==> src/rtl/ad9910_spi_arbiter_pkg.sv <==
// Shared definitions for the AD9910 SPI arbiter: FSM states, chip-select
// encodings and instruction-byte layout.
package ad9910_pkg;

  typedef enum logic [2:0] {
    ST_IDLE  = 3'd0,
    ST_GRANT = 3'd1,
    ST_CHECK = 3'd2,
    ST_WAIT  = 3'd3,
    ST_IOUPD = 3'd4,
    ST_RESP  = 3'd5
  } state_t;

  localparam logic [1:0] CHIP_DDS0  = 2'b01;
  localparam logic [1:0] CHIP_DDS1  = 2'b10;
  localparam logic [1:0] CHIP_BCAST = 2'b11;

  // Bit position of the R/W flag inside the 8-bit instruction byte.
  localparam int INSTR_READ_BIT = 7;
  localparam int MAX_FRAME_BITS = 72;

endpackage

==> src/rtl/ad9910_spi_arbiter_rr_arbiter.sv <==
// Combinational round-robin picker: first asserted request strictly after
// ptr (wrapping), returned both one-hot and as an index.
module rr_arbiter #(
  parameter int NUM_REQ = 2,
  parameter int IDX_W   = $clog2(NUM_REQ)
) (
  input  logic [NUM_REQ-1:0] req,
  input  logic [IDX_W-1:0]   ptr,
  output logic [NUM_REQ-1:0] grant,
  output logic [IDX_W-1:0]   idx,
  output logic               valid
);

  logic [IDX_W-1:0] cand;

  // NOTE: every always_comb output gets a default first so no path leaves it
  // unassigned; a missing default is how latches sneak in.
  always_comb begin
    valid = 1'b0;
    idx   = '0;
    cand  = '0;
    // NOTE: blocking assignments here on purpose -- later iterations must see
    // the updated 'valid' from earlier ones within the same evaluation.
    for (int k = 1; k <= NUM_REQ; k++) begin
      cand = IDX_W'((int'(ptr) + k) % NUM_REQ);
      if (!valid && req[cand]) begin
        valid = 1'b1;
        idx   = cand;
      end
    end
    grant = valid ? (NUM_REQ'(1) << idx) : '0;
  end

endmodule

==> src/rtl/ad9910_spi_arbiter.sv <==
// Shares one AD9910 SPI driver between NUM_REQ requesters: round-robin grant,
// frame validation, driver handshake with timeout, optional IO_UPDATE pulse.
module ad9910_spi_arbiter
  import ad9910_pkg::*;
#(
  parameter int NUM_REQ        = 2,
  parameter int DATA_WIDTH     = 72,
  parameter int LEN_WIDTH      = 7,
  parameter int IOUPD_CYCLES   = 4,
  parameter int TIMEOUT_CYCLES = 65535
) (
  input  logic                            CLK100MHZ,
  input  logic                            RSTN,
  input  logic [NUM_REQ-1:0]              req_valid,
  output logic [NUM_REQ-1:0]              req_ready,
  input  logic [NUM_REQ*DATA_WIDTH-1:0]   req_data,
  input  logic [NUM_REQ*LEN_WIDTH-1:0]    req_len,
  input  logic [NUM_REQ*2-1:0]            req_chip,
  input  logic [NUM_REQ-1:0]              req_ioupd,
  output logic [NUM_REQ-1:0]              resp_done,
  output logic                            resp_err,
  output logic [DATA_WIDTH-1:0]           resp_data,
  output logic                            drv_start,
  output logic [DATA_WIDTH-1:0]           drv_data,
  output logic [LEN_WIDTH-1:0]            drv_len,
  output logic [1:0]                      drv_cs_sel,
  input  logic                            drv_busy,
  input  logic                            drv_done,
  input  logic [DATA_WIDTH-1:0]           drv_rdata,
  output logic                            io_update,
  output logic [$clog2(NUM_REQ)-1:0]      grant_id,
  output logic                            busy
);

  localparam int IDX_W = $clog2(NUM_REQ);
  localparam int CNT_W = $clog2(TIMEOUT_CYCLES + IOUPD_CYCLES + 1);

  state_t                 state, state_nx;
  logic [IDX_W-1:0]       ptr;
  logic [NUM_REQ-1:0]     arb_grant;
  logic [IDX_W-1:0]       arb_idx;
  logic                   arb_valid;
  logic [DATA_WIDTH-1:0]  sel_data;
  logic [LEN_WIDTH-1:0]   sel_len;
  logic [1:0]             sel_chip;
  logic                   sel_ioupd;
  logic                   lat_ioupd;
  logic                   err_q;
  logic [DATA_WIDTH-1:0]  rdata_q;
  logic [CNT_W-1:0]       cnt;
  logic                   is_read;
  logic                   reject;
  logic                   timeout_hit;
  logic [DATA_WIDTH-1:0]  len_mask;

  rr_arbiter #(.NUM_REQ(NUM_REQ), .IDX_W(IDX_W)) u_rr (
    .req   (req_valid),
    .ptr   (ptr),
    .grant (arb_grant),
    .idx   (arb_idx),
    .valid (arb_valid)
  );

  always_comb begin
    sel_data  = '0;
    sel_len   = '0;
    sel_chip  = '0;
    sel_ioupd = 1'b0;
    for (int i = 0; i < NUM_REQ; i++) begin
      if (arb_idx == IDX_W'(i)) begin
        sel_data  = req_data[i*DATA_WIDTH +: DATA_WIDTH];
        sel_len   = req_len[i*LEN_WIDTH +: LEN_WIDTH];
        sel_chip  = req_chip[i*2 +: 2];
        sel_ioupd = req_ioupd[i];
      end
    end
  end

  // Frame checks run on the latched copy that is already driving the driver.
  assign is_read = drv_data[DATA_WIDTH-8+INSTR_READ_BIT];
  assign reject  = (drv_len == '0) || (int'(drv_len) > DATA_WIDTH) ||
                   (drv_cs_sel == 2'b00) || (drv_cs_sel == CHIP_BCAST && is_read);

  // cnt is 1 in the first WAIT cycle, so leaving at TIMEOUT_CYCLES-1 puts the
  // error response exactly TIMEOUT_CYCLES clocks after drv_start.
  assign timeout_hit = (cnt >= CNT_W'(TIMEOUT_CYCLES - 1));

  always_comb begin
    if (int'(drv_len) >= DATA_WIDTH) len_mask = '1;
    else                             len_mask = (DATA_WIDTH'(1) << drv_len) - DATA_WIDTH'(1);
  end

  always_comb begin
    state_nx = state;
    case (state)
      ST_IDLE:  if (|req_valid) state_nx = ST_GRANT;
      ST_GRANT: state_nx = arb_valid ? ST_CHECK : ST_IDLE;
      ST_CHECK: begin
        if (reject)         state_nx = ST_RESP;
        else if (!drv_busy) state_nx = ST_WAIT;
      end
      ST_WAIT: begin
        if (drv_done)         state_nx = lat_ioupd ? ST_IOUPD : ST_RESP;
        else if (timeout_hit) state_nx = ST_RESP;
      end
      ST_IOUPD: if (cnt == CNT_W'(IOUPD_CYCLES - 1)) state_nx = ST_RESP;
      ST_RESP:  state_nx = ST_IDLE;
      default:  state_nx = ST_IDLE;
    endcase
  end

  // NOTE: only control/datapath registers exist here (no arrays), and every
  // one is cleared asynchronously so an aborted transfer leaves nothing behind.
  always_ff @(posedge CLK100MHZ or negedge RSTN) begin
    if (!RSTN) begin
      state      <= ST_IDLE;
      // ptr holds the last winner; the top index makes requester 0 first.
      ptr        <= IDX_W'(NUM_REQ - 1);
      grant_id   <= '0;
      drv_data   <= '0;
      drv_len    <= '0;
      drv_cs_sel <= '0;
      lat_ioupd  <= 1'b0;
      err_q      <= 1'b0;
      rdata_q    <= '0;
      cnt        <= '0;
      io_update  <= 1'b0;
    end else begin
      state     <= state_nx;
      io_update <= (state_nx == ST_IOUPD);
      case (state)
        ST_GRANT: if (arb_valid) begin
          ptr        <= arb_idx;
          grant_id   <= arb_idx;
          drv_data   <= sel_data;
          drv_len    <= sel_len;
          drv_cs_sel <= sel_chip;
          lat_ioupd  <= sel_ioupd;
          err_q      <= 1'b0;
          rdata_q    <= '0;
        end
        ST_CHECK: begin
          if (reject) err_q <= 1'b1;
          cnt <= CNT_W'(1);
        end
        ST_WAIT: begin
          if (drv_done) begin
            rdata_q <= is_read ? (drv_rdata & len_mask) : '0;
            cnt     <= '0;
          end else if (timeout_hit) begin
            err_q <= 1'b1;
          end else begin
            cnt <= cnt + CNT_W'(1);
          end
        end
        ST_IOUPD: cnt <= cnt + CNT_W'(1);
        default: ;
      endcase
    end
  end

  assign busy      = (state != ST_IDLE);
  assign req_ready = (state == ST_GRANT) ? arb_grant : '0;
  assign drv_start = (state == ST_CHECK) && !reject && !drv_busy;
  assign resp_done = (state == ST_RESP) ? (NUM_REQ'(1) << grant_id) : '0;
  assign resp_err  = (state == ST_RESP) && err_q;
  assign resp_data = (state == ST_RESP) ? rdata_q : '0;

endmodule

==> config.mk <==
export PLATFORM = sky130hd
export DESIGN_NAME = ad9910_spi_arbiter
export DESIGN_NICKNAME = d
export VERILOG_FILES = /design/src/rtl/ad9910_spi_arbiter_pkg.sv /design/src/rtl/ad9910_spi_arbiter_rr_arbiter.sv /design/src/rtl/ad9910_spi_arbiter.sv
export SDC_FILE = /design/constraint.sdc
export NUM_CORES = 1
export LEC_CHECK = 0
export ABC_AREA = 1
export BUFFER_PORTS_ARGS = -buffer_cell sky130_fd_sc_hd__buf_2
export CORE_MARGIN = 2
export CORE_UTILIZATION = 45
export DETAILED_ROUTE_END_ITERATION = 12
export GPL_TIMING_DRIVEN = 0
export HOLD_SLACK_MARGIN = 0.05
export PLACE_DENSITY = 0.79
export REMOVE_ABC_BUFFERS = 1
export SLEW_MARGIN = 30
export SYNTH_ARGS = -nofsm -noshare
export SYNTH_HDL_FRONTEND = slang
export SYNTH_HIERARCHICAL = 1
export SYNTH_SLANG_ARGS = --single-unit
export TNS_END_PERCENT = 20
==> constraint.sdc <==
create_clock -name CLK100MHZ -period 5.4 [get_ports CLK100MHZ]
set_input_delay 1.08 -clock CLK100MHZ [delete_from_list [all_inputs] [get_ports CLK100MHZ]]
set_output_delay 1.08 -clock CLK100MHZ [all_outputs]
set_load 0.03 [all_outputs]
Yosys cells after proc, flatten, opt, wreduce, memory -nomap -nowiden
Cells that the tools add are included.
{"block": "op_classes", "bitwise_logic": 1, "eq_ne": 14, "order_cmp": 5, "addsub": 4, "mux": 38, "n_shift": 3, "reduce_logical": 23}
{"op": "two-way mux 72 bit", "n": 6}
{"op": "case mux 72 bit (2 select lines)", "n": 1}
{"op": "AND 72 bit", "n": 1}
{"op": "<< shifter 1 x 7 -> 72 bit (first input constant)", "n": 1}
{"op": "subtractor 72 x 2 -> 72 bit (second input constant)", "n": 1}
{"op": "case mux 17 bit (3 select lines)", "n": 1}
{"op": "two-way mux 17 bit", "n": 2}
{"op": "two-way mux 3 bit", "n": 6}
{"op": "adder 17 x 1 -> 17 bit (second input constant)", "n": 1}
{"op": "equality test 17 x 2 -> 1 bit (second input constant)", "n": 1}
{"op": "greater-or-equal comparator 17 x 16 -> 1 bit (second input constant)", "n": 1}
{"op": "case mux 3 bit (5 select lines)", "n": 1}
{"op": "two-way mux 1 bit", "n": 14}
{"op": "two-way mux 2 bit", "n": 5}
{"op": "!= test 2 bit (second input constant)", "n": 5}
{"op": "equality test 3 bit (second input constant)", "n": 3}
{"op": "nonzero test 3 bit", "n": 3}
{"op": "greater-or-equal comparator 7 bit (second input constant)", "n": 1}
{"op": "> comparator 7 bit (second input constant)", "n": 1}
{"op": "zero test 7 bit", "n": 1}
{"op": "two-way mux 7 bit", "n": 1}
{"op": "equality test 3 x 2 -> 1 bit (second input constant)", "n": 2}
{"op": "logical AND 1 bit", "n": 5}
{"op": "AND reduction 5 bit", "n": 1}
{"op": "other kinds (15)", "n": 23}
{"block": "totals", "reg_bits": 178, "out_inout_bits": 162, "input_bits": 242, "word_cells": 99}

Depth between registers and ports, before layout
{"block": "depth", "word_depth": 10, "depth_mapped": 17, "depth_no_buf": 16}

Modules after synthesis
Netlist, hierarchy kept.
{"mod": "ad9910_spi_arbiter", "seq_area_each_um2": 4455.5, "cells_per_inst": 1826, "n_inst": 1, "area_per_inst_um2": 11832.6}
{"mod": "rr_arbiter", "seq_area_each_um2": 0.0, "cells_per_inst": 7, "n_inst": 1, "area_per_inst_um2": 30.0}

Least setup slack after synthesis
No wires, ideal clock.
{"block": "synth_timing", "kind": "reg-to-output", "startpoint": "register drv_len[2]", "endpoint": "output port drv_start", "path_buffers": 1, "arrival_ns": 1.817, "stages_incl_launch_ff": 9, "setup_slack_ns": 2.503, "path_cell_list": "dfrtp_1 buf_6 inv_2 nand2_1 nor2_2 a31oi_1 nor3_1 nand2_1 nor2_1"}
{"block": "synth_via", "elab_chain_cells": 7}
{"element": "from (decl)", "line": "ad9910_spi_arbiter.sv:25", "source": "output logic [LEN_WIDTH-1:0] drv_len,"}
{"element": "from (signal assigned)", "line": "ad9910_spi_arbiter.sv:136", "source": "drv_len <= sel_len;"}
{"element": "> comparator 7 bit / zero test 7 bit (equally long branches)", "line": "ad9910_spi_arbiter.sv:81", "source": "assign reject = (drv_len == '0) || (int'(drv_len) > DATA_WIDTH) ||"}
{"element": "logical OR 1 bit (*) (2 in a row)", "line": "ad9910_spi_arbiter.sv:81"}
{"element": "logical OR 1 bit (*)", "line": "ad9910_spi_arbiter.sv:82", "source": "(drv_cs_sel == 2'b00) || (drv_cs_sel == CHIP_BCAST && is_read);"}
{"element": "zero test 1 bit (*)", "line": "ad9910_spi_arbiter.sv:164", "source": "assign drv_start = (state == ST_CHECK) && !reject && !drv_busy;"}
{"element": "logical AND 1 bit (*) (2 in a row)", "line": "ad9910_spi_arbiter.sv:164"}
{"element": "to (decl)", "line": "ad9910_spi_arbiter.sv:23", "source": "output logic drv_start,"}
Every way passes the cells marked *; elsewhere a longest branch is shown, timed or not.

Final worst setup path
{"block": "layout_timing", "startpoint": "input port req_valid[1]", "endpoint": "register rdata_q[31]"}
{"block": "layout_via", "elab_chain_cells": 8}
{"element": "from (decl)", "line": "ad9910_spi_arbiter.sv:14", "source": "input logic [NUM_REQ-1:0] req_valid,"}
{"element": "two-way mux 1 bit (implied by the code) (2 in a row)", "line": "ad9910_spi_arbiter_rr_arbiter.sv:26", "source": "if (!valid && req[cand]) begin"}
{"element": "two-way mux 1 bit", "line": "ad9910_spi_arbiter_rr_arbiter.sv:26"}
{"element": "zero test 1 bit", "line": "ad9910_spi_arbiter_rr_arbiter.sv:26"}
{"element": "logical AND 1 bit", "line": "ad9910_spi_arbiter_rr_arbiter.sv:26"}
{"element": "two-way mux 1 bit (*)", "line": "ad9910_spi_arbiter_rr_arbiter.sv:26"}
{"element": "net arb_valid", "line": "ad9910_spi_arbiter.sv:42", "source": "logic arb_valid;"}
{"element": "!= test 2 bit (no source line) (*)"}
{"element": "AND reduction 3 bit (no source line) (*)"}
{"element": "to (signal assigned)", "line": "ad9910_spi_arbiter.sv:148", "source": "rdata_q <= is_read ? (drv_rdata & len_mask) : '0;"}
{"element": "to (decl)", "line": "ad9910_spi_arbiter.sv:49", "source": "logic [DATA_WIDTH-1:0] rdata_q;"}
Mark *: on every way through the listed nets, which the timed path passes. The rest lies on a longest branch. The select of a mux whose other input is x is not followed.
A chain may end at the register's enable or synchronous reset.

==> qor.csv <==
metric;value;unit
status;finished, final reports clean;
cp.required;5.69;ns
layout.nets;2429;
clock_path_buffers;2;
antenna_left;0;
grt_usage;0.310;
whs;0.483;ns
min_to;rdata_q[56];
drive_above_1_share;0.242;
grt_max_degree;83;
hold_buffers;0;
htree_levels;4;
post-place-ws;0.444;ns
viasPerCell;5.23;
grt-ovfl-total;0;
p_per_area;561;nW/µm²
gp_congestion;0.984;
clk_pin_slew;0.08;ns
ys.flop_type;dfrtp_1;
setup_viol;0;
fmax;231;MHz
io_pins;404;
cap_violations;0;
grt_antenna_before_repair;13;
clkPwrFrac;0.161;
vias;13300;
pwr-share-seq;0.254;
io_buffers;403;
totalWireLength;43600;µm
synth_edf_count;0;
grt_pass1_vias;12800;
drcViolationCount;0;
layout_commonest_cell;nand2_1;
fin_crit_sh;0.802;
rrSetupSlack;1.09;ns
final_cell_mix;496 x nand2_1, 402 x buf_2, 269 x nor2_1;
die_area;27700;µm²
async_reset_ff_frac;1.00;
finalWorstSetupSlack;1.07;ns
fin_total_pwr;8.31;mW
min_period;4.33;ns
p_int;3.77;mW
power_switching;4.55;mW
relSlewSlack;0.396;
path_class;input port to flip-flop;
clk_latency;0.45;ns
dr.max_layer_used;met5;
skew;0.0171;ns
cp.arrival;4.62;ns
start_util;0.457;
cts-root-buf;clkbuf_16;
post_drt_wl_per_cell;17.1;µm
leakagePower;8.49;nW
dpl.hpwl;33900;µm
path_max_fanout;73;
finalMaxSlewViolations;0;
core-area;26000;µm²
sw_frac_of_total;0.547;
cts_setup_buffers;0;
hp-start;rdata_q[56];
syn_area;11900;µm²
ir_worst_vdd;365;µV
combPwrFrac;0.585;
cts_buffers;17;
rsz0062_at_grt;false;
seq_area_frac_synth;0.376;
drt_iter0_drc;1242;
firstDrtPassIters;6;
met1_length;17100;µm
avgSynthCellArea;6.47;µm²
tightest_slew;0.903;ns
critPathLaunchType;input port;
worstHoldPathType;flip-flop to flip-flop;
synthToLayoutAreaGrowth;24.9;%
r2r_cells;8;
cts_resized;0;
r2r-start;state[0];
die_w;166;µm
hold_depth;2;
syn_inst;1833;
synth_warnings;6;
ys_seq_elements;178;
end_kind;flip-flop;
final_util;0.570;
met3_length;2990;µm
fp-row-count;59;
grt_first_pass_wirelength;68000;µm
clock_sinks;178;
wl_met2;21400;µm
timing.rr.end;rdata_q[65];
yosysUniqueCellTypes;45;
die_y;166;µm
cts_tree;done;
hold_viol_final;0;
-- critical path, stage by stage --
cell and delay (ns):
buf_2 0.11, inv_1 0.12, nand2_1 0.12, nand2_4 0.50, nand2_2 0.68, nand3_2 0.69
clkinv_2 0.81, nand3_1 0.37, o21ai_0 0.12
-- per-layer routing --
layer / vias to the layer above / global-route usage
li1: 6516 / -
met2: 555 / 0.539
met5: - / 0
met3: 115 / 0.0608
met1: 6086 / 0.369
met4: 6 / 0.145
-- cells by family (layout without fill, tap and decap cells) --
family,count (synthesis),after routing,synth area share
buf+inv,345,709,0.116
flops,178,178,0.376
other cells,0,9,0
fa+ha+maj,3,3,0.00316
simple gates,1048,1048,0.387
compound gates,254,254,0.114
xor+xnor,5,5,0.00369
-- power by group through the flow --
stage / registers [mW] / clock network (mW) / logic (mW)
2_1_floorplan: 2.65 / 0 / 2.66
3_3_place_gp: 2.10 / 0 / 4.74
3_5_place_dp: 2.11 / 0 / 4.80
4_1_cts: 2.10 / 1.36 / 4.81
5_1_grt: 2.16 / 1.42 / 5.29
6_report: 2.11 / 1.34 / 4.86
-- how the worst max path moves through the flow --
stage,from,end,slack (ns)
3_3_place_gp,req_valid[1],drv_data[5],-5.79
2_1_floorplan,req_valid[1],drv_cs_sel[0],-1.68
3_5_place_dp,req_valid[0],rdata_q[65],0.44
6_report,req_valid[1],rdata_q[31],1.07
5_1_grt,state[0],rdata_q[65],0.67
4_1_cts,state[0],rdata_q[65],0.88
-- state kept, by name, indices dropped and copies added, names as in the netlist --
name,cells
drv_data,72
rdata_q,72
cnt,17
drv_len,7
state,3
drv_cs_sel,2
err_q,1
grant_id,1
io_update,1
lat_ioupd,1
ptr,1
-- metrics by stage --
stage	cell area, µm²	setup TNS (ns)	instances
2_1_floorplan	11500	-138.99	1753
3_3_place_gp	13900	-490.90	2491
3_5_place_dp	14200	0	2500
4_1_cts	14800	0	2532
5_1_grt	14800	0	2539
6_report	14800	0	2541
-- area by class of cell --
type | instances | area (µm²)
multi-input cells | 1310 | 6060
inverters | 265 | 1000
repair buffers | 412 | 2230
clock buffers | 17 | 425
fillers | 2623 | 11200
diodes | 9 | 22.5
flip-flops and latches | 178 | 4460
clock inverters | 15 | 208
well taps | 335 | 419
-- cell usage after synthesis, types with 2 or more instances --
library cell	number	area share
nor3_2	3	0.0025
o32ai_1	2	0.0015
o21ai_1	6	0.0025
buf_2	11	0.0046
nor2_1	269	0.085
buf_1	10	0.0032
nand4_1	58	0.031
nor2_4	9	0.0085
inv_1	246	0.078
nand2_2	14	0.0074
nand3_1	125	0.053
nor3_1	23	0.0097
nor4_1	5	0.0026
buf_4	4	0.0025
inv_2	16	0.0051
dfrtp_1	177	0.37
nand3_2	9	0.0076
buf_6	7	0.0066
nor2_2	22	0.012
o21bai_1	6	0.0038
nand2_4	3	0.0028
ha_1	3	0.0032
nand3b_1	4	0.0025
o211ai_1	9	0.0057
o22ai_1	13	0.0069
nand2_1	498	0.16
o21ai_0	198	0.084
clkbuf_1	48	0.015
inv_4	2	0.0011
xor2_1	5	0.0037
a21oi_1	13	0.0055
o2111ai_1	2	0.0015
Note: power is estimated with default switching activity, not from simulation.
